File: config.mk
export PLATFORM = sky130hd
export DESIGN_NAME = vga_timing_gen
export DESIGN_NICKNAME = d
export VERILOG_FILES = /design/src/rtl/vga_timing_gen.sv
export SDC_FILE = /design/constraint.sdc
export NUM_CORES = 1
export LEC_CHECK = 0
export CORE_ASPECT_RATIO = 2
export CORE_UTILIZATION = 35
export DETAILED_ROUTE_END_ITERATION = 10
export PLACE_DENSITY = 0.67
export SLEW_MARGIN = 20
export SYNTH_ARGS = -nofsm -noshare
export SYNTH_HDL_FRONTEND = slang
export SYNTH_SLANG_ARGS = --single-unit
File: constraint.sdc
create_clock -name clk -period 5 [get_ports clk]
set_clock_uncertainty 0.15 [all_clocks]
set_input_delay 1 -clock clk [delete_from_list [all_inputs] [get_ports clk]]
set_output_delay 1 -clock clk [all_outputs]
set_load 0.01 [all_outputs]
File: src/rtl/vga_timing_gen.sv
// Parametrised raster timing generator: pixel/line counters, sync/blank
// decode with an optional pix_en-driven delay, plus line/frame strobes.
//
// Ports:
//   clk         system clock
//   rst         asynchronous reset, active low
//   pix_en      pixel strobe; all timing advances only when 1
//   pixelx      horizontal count, 0..H_TOTAL-1
//   pixely      vertical count, 0..V_TOTAL-1
//   hsync       horizontal sync, level set by HS_POL, DELAY strobes late
//   vsync       vertical sync, level set by VS_POL, DELAY strobes late
//   blank       1 during active video (blank_n style), DELAY strobes late
//   sync        tied to 1, composite sync is not used
//   line_start  one-clk pulse on the strobe that moves pixelx onto 0
//   frame_start one-clk pulse on the strobe that moves onto (0,0)
module vga_timing_gen #(
  parameter int CW       = 10,
  parameter int H_ACTIVE = 640,
  parameter int H_FP     = 16,
  parameter int H_SYNC   = 96,
  parameter int H_BP     = 48,
  parameter int V_ACTIVE = 480,
  parameter int V_FP     = 10,
  parameter int V_SYNC   = 2,
  parameter int V_BP     = 33,
  parameter bit HS_POL   = 1'b0,
  parameter bit VS_POL   = 1'b0,
  parameter int DELAY    = 0
) (
  input  logic          clk,
  input  logic          rst,
  input  logic          pix_en,
  output logic [CW-1:0] pixelx,
  output logic [CW-1:0] pixely,
  output logic          hsync,
  output logic          vsync,
  output logic          blank,
  output logic          sync,
  output logic          line_start,
  output logic          frame_start
);

  localparam int H_TOTAL = H_ACTIVE + H_FP + H_SYNC + H_BP;
  localparam int V_TOTAL = V_ACTIVE + V_FP + V_SYNC + V_BP;

  localparam logic [CW-1:0] H_LAST = CW'(H_TOTAL - 1);
  localparam logic [CW-1:0] V_LAST = CW'(V_TOTAL - 1);

  // One extra bit so a sync end equal to 2^CW does not wrap to 0.
  localparam logic [CW:0] H_ACT  = (CW+1)'(H_ACTIVE);
  localparam logic [CW:0] HS_BEG = (CW+1)'(H_ACTIVE + H_FP);
  localparam logic [CW:0] HS_END = (CW+1)'(H_ACTIVE + H_FP + H_SYNC);
  localparam logic [CW:0] V_ACT  = (CW+1)'(V_ACTIVE);
  localparam logic [CW:0] VS_BEG = (CW+1)'(V_ACTIVE + V_FP);
  localparam logic [CW:0] VS_END = (CW+1)'(V_ACTIVE + V_FP + V_SYNC);

  logic          x_last;
  logic          y_last;
  logic [CW:0]   x_ext;
  logic [CW:0]   y_ext;
  logic          hs_raw;
  logic          vs_raw;
  logic          act_raw;
  logic          hs_o;
  logic          vs_o;
  logic          bl_o;

  assign x_last = (pixelx == H_LAST);
  assign y_last = (pixely == V_LAST);

  always_ff @(posedge clk or negedge rst) begin
    if (!rst) begin
      pixelx      <= '0;
      pixely      <= '0;
      line_start  <= 1'b0;
      frame_start <= 1'b0;
    end else if (pix_en) begin
      pixelx      <= x_last ? '0 : pixelx + CW'(1);
      if (x_last)
        pixely    <= y_last ? '0 : pixely + CW'(1);
      line_start  <= x_last;
      frame_start <= x_last && y_last;
    end else begin
      line_start  <= 1'b0;
      frame_start <= 1'b0;
    end
  end

  assign x_ext   = {1'b0, pixelx};
  assign y_ext   = {1'b0, pixely};
  assign act_raw = (x_ext < H_ACT) && (y_ext < V_ACT);
  assign hs_raw  = (x_ext >= HS_BEG) && (x_ext < HS_END);
  assign vs_raw  = (y_ext >= VS_BEG) && (y_ext < VS_END);

  if (DELAY == 0) begin : g_nodly
    assign hs_o = hs_raw;
    assign vs_o = vs_raw;
    assign bl_o = act_raw;
  end else begin : g_dly
    // Each stage holds {hs, vs, active} in asserted-high form.
    logic [2:0] stg [DELAY];

    always_ff @(posedge clk or negedge rst) begin
      if (!rst) begin
        for (int i = 0; i < DELAY; i++)
          stg[i] <= 3'b000;
      end else if (pix_en) begin
        stg[0] <= {hs_raw, vs_raw, act_raw};
        for (int i = 1; i < DELAY; i++)
          stg[i] <= stg[i-1];
      end
    end

    assign hs_o = stg[DELAY-1][2];
    assign vs_o = stg[DELAY-1][1];
    assign bl_o = stg[DELAY-1][0];
  end

  // Gating with rst keeps the outputs inactive while reset is held,
  // even though the counters decode as active video at (0,0).
  assign hsync = HS_POL ? (hs_o & rst) : ~(hs_o & rst);
  assign vsync = VS_POL ? (vs_o & rst) : ~(vs_o & rst);
  assign blank = bl_o & rst;
  assign sync  = 1'b1;

endmodule
-- Word level (Yosys, flattened, before mapping)
Cells that the tools add are included.
Widths: inputs -> output; s select.
- flip-flop bits (word level): 22
- latch bits: 0
- bits in writable memories: 0
- memory bits (read-only): 0
- logic and storage cells: 28
- memories kept: 0
- add/subtract/negate cells: 2
- $mul: 0
- div/mod/pow operators: 0
- $lt $le $gt $ge: 6
- equality and inequality tests: 2
- shift-type cells: 0
- mux-type cells: 4
- bitwise operators: 5
- reduce and logical (&&, ||, !) cells: 5
- operator list (cell ; number):
    $add 10x1->10 const B ; 2
    $eq 10x10->1 const B ; 2
    $lt 10x10->1 const B ; 2
    $lt 10x9->1 const B ; 2
    $mux 10 ; 2
    $ge 10x10->1 const B ; 1
    $ge 10x9->1 const B ; 1
    $logic_and 1x1->1 ; 4
    $and 1x1->1 ; 3
    $mux 1 ; 2
    $not 1->1 ; 2
    $reduce_and 2->1 ; 1

-- Longest topological paths before layout
- word-level depth: 4
- mapped depth: 6
- gate-level depth less buffers: 6

-- Worst setup path before layout
OpenSTA, ideal clock, no wires.
- path type: input port to output port
- from: input port rst
- to: output port vsync
- arrival: 1647 ps
- data required time: 3850 ps
- setup slack: 2203 ps
- stages: 3
- buffers on the path: 0
- cells stage by stage: nor2b_1 nand3b_1 or4_1
- cells in the longest elaborated chain, start to end: 2
- RTL lines (element ; line ; text):
    start: declaration ; 31 ; input logic rst,
    $and 1x1->1 ; 122 ; assign vsync = VS_POL ? (vs_o & rst) : ~(vs_o & rst);
    $not 1->1 ; 122 ;
    end: declaration ; 36 ; output logic vsync,
No other way between the ends.

-- Worst setup path after layout
Same ends and word-level chain as after synthesis.

==> flow_metrics.py <==
metrics = {
    "worst_setup_path": {
        "cp.required_ps": 3850,
        "timing.critical_path.mode_cell": "clkdlybuf4s50_1",
        "r2r_setup_slack_ps": 2800,
        "cp.arrival_ps": 2600,
        "rr_startpoint": "pixely[1]",
        "crit_chain": "clkdlybuf4s50_1, nor2b_1, nand3b_1, or4_1, clkdlybuf4s50_1",
        "cp.buffers_inverters": 2,
        "max_stage_delay_ps": 490,
        "r2r_cells": 6,
        "path_class": "in2out",
        "cp_slowest_cell": "clkdlybuf4s50_1",
        "end_kind": "primary output",
        "r2r-end": "pixely[0]",
        "start_kind": "input pin",
        "worst-path-max-fanout": 2,
        "cp_top_family": "buffers and inverters",
    },
    "synth": {
        "synth.largest_area_cell": "dfrtp_1",
        "ys_ff_latch": 22,
        "yosysTopAreaCellShare_pct": 46.5,
        "synth-edff-count": 0,
        "ys_warn_count": 0,
        "postSynthAreaPerCell_um2": 10.3,
        "syn-cell-area_mm2": 0.00118,
        "synth-async-reset-ratio_pct": 100,
        "yosysUniqueCellTypes": 41,
        "ys_seq_area_share_pct": 46.5,
        "ys.flop_type": "dfrtp_1",
        "synth_nets": 122,
        "synth_area_leaders": "dfrtp_1 (47%), xnor2_1 (4.4%), ha_1 (4.2%), nand2_1 (4.1%), nand4_1 (2.6%)",
        "syn_inst": 115,
    },
    "min_path": {
        "hold_end": "pixely[7]",
        "hold_path.startpoint": "pixely[7]",
        "hold_path.class": "reg2reg",
        "holdPathStages": 1,
    },
    "sta": {
        "finalCritPeriodShare_pct": 75.0,
        "rsz0062_at_grt": "false",
        "tns_ps": 0,
        "clock.fmax_mhz": 267,
        "setup_viol": 0,
        "period_minus_slack_ps": 3750,
        "relSlewSlack_pct": 39.4,
        "worst_pin_slew_ps": 897,
        "drv_slew": 0,
        "finalHoldViolations": 0,
        "postLayoutSetupSlackWorst_ps": 1250,
    },
    "die": {
        "die_area_mm2": 0.00363,
        "die_h_um": 84.2,
        "rows": 29,
        "die_x_um": 43.1,
        "ios": 29,
        "core_area_mm2": 0.00319,
        "initial_core_util_pct": 37.1,
    },
    "layout": {
        "final_cells": 176,
        "final_nets": 153,
        "antenna-diode-count": 0,
        "layout_commonest_cell": "clkdlybuf4s50_1",
        "final_cell_mix": "clkdlybuf4s50_1 (27), dfrtp_1 (22), nand2_1 (13)",
        "layout-drive-gt1-share_pct": 8.97,
        "finalInstanceArea_mm2": 0.00156,
        "synthToLayoutAreaGrowth_pct": 31.7,
    },
    "routing": {
        "antenna_left": 0,
        "via_count": 994,
        "vias_per_cell": 5.65,
        "wirelength_um": 2670,
        "dr.pass1.iters": 4,
        "wl_per_cell_um": 15.1,
        "drc_errors": 0,
        "drtIter0Drc": 22,
    },
    "status": {
        "status": "finished clean",
    },
    "place": {
        "place_area_mm2": 0.00149,
        "placed_cells": 172,
        "pre_cts_slack_ps": 1250,
        "hpwlAfterDp_um": 2000,
        "finalWeightedCongestion": 0.718,
        "portBuffers": 27,
    },
    "power_and_ir_drop": {
        "p_comb_share_pct": 21.3,
        "pwr-share-seq_pct": 45.7,
        "p_per_area_mw_per_mm2": 320,
        "switching_share_pct": 27.2,
        "p_leak_nw": 0.694,
        "internal_power_mw": 0.362,
        "switching_power_mw": 0.136,
        "ir_drop_uv": 226,
        "clock_power_share_pct": 33.1,
    },
    "clock_network": {
        "htree_levels": 1,
        "cts-root-buf": "clkbuf_8",
        "path_clk_slew_ps": 80,
        "ctsResizeCount": 0,
        "postCtsSetupRepairBufs": 0,
        "cts_tree": "yes",
        "numCtsBuffers": 3,
        "clock_path_buffers": 2,
        "clkLatencyLatePin_ps": 270,
        "hold_buffers": 0,
        "numClockSinks": 22,
    },
    "global_route": {
        "grt_pass1_wl_um": 4600,
        "antenna_found_initial": 0,
        "grt_max_degree": 24,
        "first_global_vias": 995,
        "grt_usage_pct": 16.5,
        "grt_overflow_total": 0,
    },
    "job": {
        "drv_cap": 0,
    },
}
[routing by layer]
metal	wire [um]	share of wire [%]	track usage (%)
met5	0	0	0
met4	56	2.1	7.44
met3	96	3.6	2.15
met2	1460	55	29.2
met1	1050	39	18.8
[cell usage after synthesis, types with 2 or more instances]
master,n
nand3_1,5
and3_1,4
nor3_1,3
ha_1,4
xor2_1,3
a21oi_1,2
xnor2_1,6
nor2b_1,2
o31ai_1,2
o21ai_0,4
nand4_1,5
o22ai_1,2
inv_1,5
dfrtp_1,22
nand2_1,13
nor2_1,8
[area by class of cell]
| class | count | area (um^2) |
|---|---|---|
| inverters | 6 | 27.5 |
| fillers | 300 | 1630 |
| flip-flops and latches | 22 | 551 |
| clock buffers | 3 | 41.3 |
| multi-input cells | 85 | 593 |
| repair buffers | 28 | 278 |
| well taps | 31 | 38.8 |
| clock inverters | 1 | 30.0 |
[state kept, by name (all words and copies together), names as in the netlist]
register     cells
pixelx          10
line_start       1
frame_start      1
pixely          10
[worst max path at each step]
| stage | start | to | slack, ps | cells past startpoint |
|---|---|---|---|---|
| detailed placement | rst | vsync | 1250 | 5 |
| global route | rst | vsync | 1110 | 5 |
| floorplan | rst | vsync | 2200 | 3 |
| finish | rst | vsync | 1250 | 5 |
| CTS | rst | vsync | 1240 | 5 |
| global placement | rst | vsync | 1270 | 5 |
[kinds of logic after synthesis]
kind of cell    after synthesis  synth area share, %
other cells                   1                0.317
simple gates                 52                 26.7
flops                        22                 46.5
fa+ha+maj                     4                 4.23
xor+xnor                      9                 6.66
mux                           1                0.951
buf+inv                       8                 3.38
compound gates               18                 11.2
[power groups by stage]
stage / sequential, mW / clock (mW) / combinational [mW]
5_1_grt: 0.233 / 0.177 / 0.115
3_5_place_dp: 0.229 / 0 / 0.108
2_1_floorplan: 0.232 / 0 / 0.0472
4_1_cts: 0.227 / 0.167 / 0.108
3_3_place_gp: 0.231 / 0 / 0.105
6_report: 0.227 / 0.165 / 0.106
[stage by stage]
| step | hold WS [ps] | util, % | power (mW) |
|---|---|---|---|
| 2_1_floorplan | 388 | - | 0.280 |
| 3_3_place_gp | 374 | 46.6 | 0.335 |
| 3_5_place_dp | 379 | 46.6 | 0.337 |
| 4_1_cts | 391 | 48.8 | 0.502 |
| 5_1_grt | 407 | 48.8 | 0.525 |
| 6_report | 389 | 48.8 | 0.498 |
No activity file was read; power rests on OpenSTA's default activity.
